File: config.mk
export PLATFORM = sky130hd
export DESIGN_NAME = fft_sample_loader
export DESIGN_NICKNAME = d
export VERILOG_FILES = /design/src/rtl/fft_sample_loader.sv
export SDC_FILE = /design/constraint.sdc
export NUM_CORES = 1
export LEC_CHECK = 0
export ABC_AREA = 1
export CAP_MARGIN = 25
export CORE_ASPECT_RATIO = 0.75
export CORE_UTILIZATION = 40
export CTS_CLUSTER_DIAMETER = 80
export DETAILED_ROUTE_END_ITERATION = 16
export PLACE_DENSITY_LB_ADDON = 0.3
export SLEW_MARGIN = 10
export SYNTH_ARGS = -nofsm -noshare
export SYNTH_HDL_FRONTEND = slang
export SYNTH_SLANG_ARGS = --single-unit
File: constraint.sdc
create_clock -name clk -period 2.35 [get_ports clk]
set_input_delay 0.47 -clock clk [delete_from_list [all_inputs] [get_ports clk]]
set_output_delay 0.47 -clock clk [all_outputs]
set_load 0.01 [all_outputs]
File: src/rtl/fft_sample_loader.sv
// Streams complex samples into FFT ping-pong bank 0, zero-fills short frames and kicks off the FFT.
// Define FFT_LOADER_BITREV_EN to write in bit-reversed address order (in-place DIT input ordering).
module fft_sample_loader #(
    parameter int unsigned DATA_WIDTH = 16,
    parameter int unsigned N          = 8
) (
    input  logic                      clk,
    input  logic                      rst_n,
    input  logic                      s_valid,
    output logic                      s_ready,
    input  logic [DATA_WIDTH-1:0]     s_re,
    input  logic [DATA_WIDTH-1:0]     s_im,
    input  logic                      s_last,
    output logic                      mem_we,
    output logic [$clog2(N)-1:0]      mem_addr,
    output logic [2*DATA_WIDTH-1:0]   mem_wdata,
    output logic                      fft_start,
    input  logic                      fft_finish,
    output logic                      busy,
    output logic                      len_err,
    output logic [7:0]                frame_cnt
);

    localparam int unsigned AW = $clog2(N);
    localparam logic [AW-1:0] LAST_IDX = AW'(N - 1);

    typedef enum logic [2:0] {
        LOAD  = 3'd0,
        FILL  = 3'd1,
        DRAIN = 3'd2,
        START = 3'd3,
        WAIT  = 3'd4
    } state_t;

    state_t          state;
    logic [AW-1:0]   idx;
    logic [AW-1:0]   wr_addr_c;
    logic            hs_c;

`ifdef FFT_LOADER_BITREV_EN
    function automatic logic [AW-1:0] bit_reverse(input logic [AW-1:0] v);
        logic [AW-1:0] r;
        r = '0;
        for (int unsigned i = 0; i < AW; i++) begin
            r[i] = v[AW-1-i];
        end
        return r;
    endfunction

    assign wr_addr_c = bit_reverse(idx);
`else
    assign wr_addr_c = idx;
`endif

    assign hs_c = s_valid && s_ready;

    // s_ready and busy are registered alongside every state change so they track the state exactly
    always_ff @(posedge clk) begin
        if (!rst_n) begin
            state     <= LOAD;
            idx       <= '0;
            s_ready   <= 1'b0;
            mem_we    <= 1'b0;
            mem_addr  <= '0;
            mem_wdata <= '0;
            fft_start <= 1'b0;
            busy      <= 1'b0;
            len_err   <= 1'b0;
            frame_cnt <= 8'd0;
        end else begin
            mem_we    <= 1'b0;
            fft_start <= 1'b0;
            case (state)
                LOAD: begin
                    s_ready <= 1'b1;
                    if (hs_c) begin
                        mem_we    <= 1'b1;
                        mem_addr  <= wr_addr_c;
                        mem_wdata <= {s_re, s_im};
                        idx       <= idx + AW'(1);
                        if (idx == LAST_IDX) begin
                            state   <= DRAIN;
                            s_ready <= 1'b0;
                            busy    <= 1'b1;
                            if (!s_last) begin
                                len_err <= 1'b1;
                            end
                        end else if (s_last) begin
                            state   <= FILL;
                            s_ready <= 1'b0;
                            busy    <= 1'b1;
                            len_err <= 1'b1;
                        end
                    end
                end
                FILL: begin
                    mem_we    <= 1'b1;
                    mem_addr  <= wr_addr_c;
                    mem_wdata <= '0;
                    idx       <= idx + AW'(1);
                    if (idx == LAST_IDX) begin
                        state <= DRAIN;
                    end
                end
                DRAIN: begin
                    state     <= START;
                    fft_start <= 1'b1;
                end
                START: begin
                    state <= WAIT;
                end
                WAIT: begin
                    if (fft_finish) begin
                        frame_cnt <= frame_cnt + 8'd1;
                        idx       <= '0;
                        state     <= LOAD;
                        s_ready   <= 1'b1;
                        busy      <= 1'b0;
                    end
                end
                default: begin
                    state   <= LOAD;
                    idx     <= '0;
                    s_ready <= 1'b0;
                    busy    <= 1'b0;
                end
            endcase
        end
    end

endmodule

==> qor.yml, run 1 <==
final_min_period_over_clock_period_pct: 74.37
gp_congestion: 0.8156
cts-resized-gates: 0
run_status: "finished clean"
core-area_um2: 5010
timing.critical_path.required_ns: 1.88
number_of_synthesis_warnings: 0
timing_worst_setup_path_type: "reg2out"
layout-drive-gt1-share_pct: 5.249
final-max-slew-violation-count: 0
timing.critical_path.cells: "clkdlybuf4s50_1"
crit_cells: 1
dieArea_um2: 5610
cts.sinks: 54
initial_utilization_pct: 42.41
syn-num-nets: 319
post_cts.repair.setup_buffers: 0
pin_count: 85
worst_setup_path_start: "frame_cnt[0]"
maxCapViolCount: 0
slew-limit-headroom_pct: 69.66
tritoncts.num_buffers: 5
layout_common_cells: "sky130_fd_sc_hd__nand2_1, sky130_fd_sc_hd__clkdlybuf4s50_1, sky130_fd_sc_hd__dfxtp_1, sky130_fd_sc_hd__a21oi_1, sky130_fd_sc_hd__nor2_1"
area_delta_synth_final_pct: 46.82
rr_startpoint: "idx[0]"
antenna-diode-count: 0
pleak_nw: 1.189
vertical_die_dimension_um: 65.12
power.ir.vdd_worst_uv: 306.4
fin_skew_ns: 0.006832
hold_ws_ns: 0.4680
post_cts_hold_buffer_count: 0
yosys.cell_types.count: 23
die_x_um: 86.16
portBuffers: 84
cts_htree_levels: 2
final-setup-viol-count: 0
yosys_reg_bits: 54
post-route-drc-count: 0
ant_nets: 0
avgSynthCellArea_um2: 7.642
r2r_cells: 8
tns_ns: 0
wirelength_um: 5000
r2r_setup_slack_ns: 0.73
num_vias: 2022
wl_per_cell_um: 11.52
gr-usage-all-layers_pct: 18.69
crit_path_end_kind: "primary output"
detail_route.iter0.violations: 77
global_route.overflow_total: 0
slowest_delay_ns: 0.56
grt_start_max_net_pins: 44
clk_transition_reported_paths_ns: 0.09
timing_worst_slew_pin_value_ns: 0.4546
critical_path.n_buffers_inverters: 1
ctsRootBufferMaster: "sky130_fd_sc_hd__clkbuf_8"
crit_path_start_kind: "register"
holdPathStages: 2
crit_path_max_fanout: 5
path_delay_family: "buffers and inverters"
grt_first_pass_wirelength_um: 8231
layout_min_cycle_time_ns: 1.748
post-route-util_pct: 62.26
worst_r2r_endpoint: "busy"
post_synth_instance_area_um2: 2125
cts_tree: "done"
cts-root-to-sink-buffers: 2
hold_viol_final: 0
post_synth_inst_count: 278
grt_setup_unrepaired: "false"
timing.critical_path.to: "frame_cnt[0]"
dpl.hpwl_um: 3545
clock.fmax_mhz: 572.2
critical_path_arrival_ns: 1.28
timing.critical_path.slowest_stage_cell: "sky130_fd_sc_hd__clkdlybuf4s50_1"
drt_first_pass_iters: 4
vias_in_the_first_global_route: 1800
clock_latency_late_sink_ns: 0.31
final_common_cell: "sky130_fd_sc_hd__nand2_1"
ys_seq_area_share_pct: 50.88
via_density_per_instance: 4.659
power-per-cell-area_nw_per_um2: 601.2
finalNetCount: 402
grt_antenna_before_repair: 0
min-delay-path-class: "reg2reg"
fp-row-count: 22
[Yosys cell counts]
cell type,n,share of area [%]
sky130_fd_sc_hd__a21boi_4,1,0.88
sky130_fd_sc_hd__xor2_1,1,0.41
sky130_fd_sc_hd__inv_1,13,2.3
sky130_fd_sc_hd__a21oi_1,45,11
sky130_fd_sc_hd__buf_4,6,2.1
sky130_fd_sc_hd__clkbuf_1,5,0.88
sky130_fd_sc_hd__ha_1,4,2.4
sky130_fd_sc_hd__inv_4,1,0.29
sky130_fd_sc_hd__o21a_1,1,0.35
sky130_fd_sc_hd__o21ai_0,7,1.6
sky130_fd_sc_hd__nor2_4,2,1.1
sky130_fd_sc_hd__clkinv_1,1,0.18
sky130_fd_sc_hd__nand4_1,2,0.59
sky130_fd_sc_hd__nand3_1,9,2.1
sky130_fd_sc_hd__o211ai_1,1,0.35
sky130_fd_sc_hd__a211oi_1,1,0.35
sky130_fd_sc_hd__dfxtp_1,54,51
sky130_fd_sc_hd__nor2_2,2,0.59
sky130_fd_sc_hd__nor3_1,2,0.47
sky130_fd_sc_hd__buf_6,1,0.53
sky130_fd_sc_hd__nor2_1,23,4.1
sky130_fd_sc_hd__inv_2,1,0.18
sky130_fd_sc_hd__nand2_1,95,17
[report_power, final]
group	total [W]	internal, W	leakage (nW)	switching [W]
combinational	0.000288	0.000158	0.692	0.000130
clock	0.000605	0.000314	0.0579	0.000291
sequential	0.000983	0.000957	0.440	0.0000255
[cell families (layout without fill, tap and decap cells)]
kind of cell | after synthesis | count (layout) | share of synthesized area (%)
and+or+nand+nor | 135 | 135 | 25.68
buffers and inverters | 28 | 112 | 6.478
xor gates and xnor gates | 1 | 1 | 0.4123
DFF | 54 | 54 | 50.88
adders and majority gates | 4 | 4 | 2.356
AOI/OAI and AO/OA | 56 | 56 | 14.19
[cell type report]
| type | count | area, um^2 |
|---|---|---|
| Fill cell | 466 | 1891 |
| Sequential cell | 54 | 1081 |
| Multi-Input combinational cell | 196 | 905.9 |
| Timing Repair Buffer | 88 | 870.8 |
| Tap cell | 72 | 90.09 |
| Clock buffer | 5 | 68.82 |
| Inverter | 16 | 62.56 |
| Clock inverter | 3 | 40.04 |
[worst min-delay path by stage]
stage                              from            end  slack [ns]
final                      mem_wdata[6]   mem_wdata[6]        0.47
after global routing      mem_wdata[15]  mem_wdata[15]        0.48
after CTS                  mem_wdata[6]   mem_wdata[6]        0.47
after detailed placement   mem_wdata[6]   mem_wdata[6]        0.46
after global placement     mem_wdata[1]   mem_wdata[1]        0.45
after floorplan                  idx[1]         idx[1]        0.46
[per-layer routing]
layer	GRT usage (%)	vias up	share of wire, %
met5	0	-	0
met4	6.875	0	1.5
met3	6.910	8	9.1
met2	27.28	71	42
met1	25.16	884	47
li1	-	1059	-
[per-stage QoR]
step	cells	power [W]	setup WS, ns	cell area [um^2]
6_report	434	0.001875	0.6023	3119
2_1_floorplan	278	0.001137	0.9445	2125
4_1_cts	434	0.001894	0.5997	3119
3_3_place_gp	426	0.001289	0.4839	3010
3_5_place_dp	426	0.001293	0.4584	3010
5_1_grt	434	0.001972	0.5633	3119
[sequential cells by signal (all words and copies together) (netlist names)]
signal / count
s_ready: 1
fft_start: 1
frame_cnt: 8
state: 3
busy: 1
mem_wdata: 32
mem_we: 1
mem_addr: 3
idx: 3
len_err: 1
(Power assumes the default switching activity.)
==> run 2: changes to the inputs <==
CORE_UTILIZATION = 39   (was 40)
clock period = 1.6 ns   (was 2.35 ns; I/O delays follow)
==> qor.yml, run 2 (synthesis results as in run 1) <==
run_status: "finished clean"
grt_antenna_before_repair: 0  # unchanged
layout_common_cells: "sky130_fd_sc_hd__nand2_1, sky130_fd_sc_hd__clkdlybuf4s50_1, sky130_fd_sc_hd__dfxtp_1, sky130_fd_sc_hd__a21oi_1, sky130_fd_sc_hd__nor2_1"
r2r_cells: 8  # unchanged
timing.critical_path.slowest_stage_cell: "sky130_fd_sc_hd__clkdlybuf4s50_1"
register_with_the_most_flip_flops: "mem_wdata"
r2r_setup_slack_ns: 0.11  # -0.62 ns
dieArea_um2: 5750  # +2.5%
wl_per_cell_um: 11.51  # about the same
worst_slack_ns: 0.06639  # -0.5359 ns
via_density_per_instance: 4.686  # +0.57%
slew-limit-headroom_pct: 76.52  # +6.9 points
global_route.overflow_total: 0  # unchanged
grt_setup_unrepaired: "false"
final-setup-viol-count: 0  # unchanged
grt_start_max_net_pins: 37  # -16%
worstHoldEndpoint: "frame_cnt[0]"
fin_skew_ns: 0.008427  # +0.001595 ns
tns_ns: 0  # unchanged
fp-row-count: 22  # unchanged
timing_worst_setup_path_type: "reg2out"
cts-root-to-sink-buffers: 2  # unchanged
clk_transition_reported_paths_ns: 0.09  # about the same
clock_latency_late_sink_ns: 0.30  # about the same
cts_tree: "done"
crit_path_end_kind: "primary output"
critical_path.n_buffers_inverters: 1  # unchanged
crit_path_max_fanout: 3  # -2
post-route-util_pct: 62.60  # +0.34 points
min-delay-path-class: "reg2reg"
timing.critical_path.cells: "clkdlybuf4s50_1"
timing_worst_slew_pin_value_ns: 0.3522  # -0.1023 ns
drt_first_pass_iters: 4  # unchanged
timing.critical_path.required_ns: 1.28  # -0.60 ns
crit_path_start_kind: "register"
layout-drive-gt1-share_pct: 8.174  # +2.9 points
area_delta_synth_final_pct: 49.23
wirelength_um: 5053  # +1.1%
post_cts.repair.setup_buffers: 0  # unchanged
finalNetCount: 408  # +1.5%
gr-usage-met1_pct: 22.21  # -3.0 points
antenna-diode-count: 0  # unchanged
core-area_um2: 5065  # +1.1%
flip_flop_count_of_the_largest_register_all_copies_and_words_added: 32  # unchanged
num_vias: 2057  # +1.7%
final-max-slew-violation-count: 0  # unchanged
critical_path_arrival_ns: 1.21  # -0.07 ns
layout_min_cycle_time_ns: 1.534
dpl.hpwl_um: 3635  # +2.6%
power.ir.vdd_worst_uv: 464.0  # +51%
vias_in_the_first_global_route: 1835  # +1.9%
cts.sinks: 54  # unchanged
cts_htree_levels: 2  # unchanged
seqCellArea_um2: 1087  # +0.58%
final_min_period_over_clock_period_pct: 95.85
rr_startpoint: "idx[0]"
multi_input_gate_area_um2: 908.4  # +0.28%
portBuffers: 84  # unchanged
initial_utilization_pct: 41.95  # -0.46 points
die_x_um: 87.23  # +1.2%
grt_first_pass_wirelength_um: 8273  # +0.51%
final_common_cell: "sky130_fd_sc_hd__nand2_1"
busiest_layer: "met2"
detail_route.iter0.violations: 117  # +52%
clock.fmax_mhz: 652.1
post-place-ws_ns: -0.07750  # -0.5359 ns
launch_instance_of_the_worst_min_delay_path: "frame_cnt[0]"
worst_r2r_endpoint: "busy"
ctsRootBufferMaster: "sky130_fd_sc_hd__clkbuf_8"
globalRouteMet3Util_pct: 7.366  # +0.46 points
vertical_die_dimension_um: 65.92  # +1.2%
holdPathStages: 1  # -1
ant_nets: 0  # unchanged
gr-usage-all-layers_pct: 18.44  # -0.25 points
met2_usage_pct: 30.61  # +3.3 points
power-per-cell-area_nw_per_um2: 818.7  # +36%
fill_cells: 473  # +1.5%
pin_count: 85  # unchanged
path_delay_family: "buffers and inverters"
hold_viol_final: 0  # unchanged
maxCapViolCount: 0  # unchanged
gp_congestion: 0.8191  # +0.43%
pleak_nw: 1.235  # +3.8%
tritoncts.num_buffers: 5  # unchanged
largestRegisters: "mem_wdata (32), frame_cnt (8)"
post-route-drc-count: 0  # unchanged
slowest_delay_ns: 0.55  # about the same
run 2: cell count changes in the layout (fill, tap and decap cells not counted), sizes merged:
cell	previous run	this run
buf	4	10
clkdlybuf4s50	84	83
dlymetal6s2s	0	1
bufinv	1	0
run 2: how the worst max path moves through the flow:
stage	start	endpoint	slack (ns)	cells past startpoint
after floorplan	idx[0]	busy	0.19	8
after global placement	s_valid	mem_addr[2]	-0.01	6
after detailed placement	s_valid	mem_wdata[23]	-0.08	6
after CTS	frame_cnt[0]	frame_cnt[0]	0.02	1
after global routing	idx[0]	state[1]	0.002	9
final	frame_cnt[4]	frame_cnt[4]	0.07	1
run 2: metal layers:
layer / wire (um) / vias to the layer above
met2: 2215 / 73
met5: 0 / -
met4: 14 / 0
li1: - / 1067
met1: 2306 / 914
met3: 517 / 3
run 2: stage by stage:
| step | total power, W | cells | hold WS (ns) | area, um^2 |
|---|---|---|---|---|
| floorplan | 0.001670 | 278 | 0.4581 | 2125 |
| global placement | 0.001914 | 432 | 0.4472 | 3080 |
| detailed placement | 0.001919 | 432 | 0.4531 | 3080 |
| CTS | 0.002626 | 439 | 0.4675 | 3159 |
| global route | 0.002735 | 439 | 0.4873 | 3171 |
| finish | 0.002596 | 439 | 0.4579 | 3171 |
run 2: what timing repair did:
| action | 4_1_cts | 5_1_grt |
|---|---|---|
| setup endpoints to repair | 0 | 7 |
| hold buffers | 0 | 0 |
| gates resized for setup | 0 | 7 |
run 2: final cells by class:
type | count | share of cell area (%)
Tap cell | 72 | 2.841
Multi-Input combinational cell | 196 | 28.65
Clock buffer | 5 | 2.170
Clock inverter | 2 | 0.3157
Timing Repair Buffer | 94 | 29.76
Inverter | 16 | 1.973
Sequential cell | 54 | 34.29
run 2: power breakdown:
group / total [W] / leakage, nW / switching [W] / internal (W)
Combinational: 0.000443 / 0.749 / 0.000197 / 0.000246
Clock: 0.000710 / 0.0438 / 0.000415 / 0.000295
Sequential: 0.00144 / 0.442 / 0.0000367 / 0.00141
Total: 0.00260 / 1.23 / 0.000648 / 0.00195
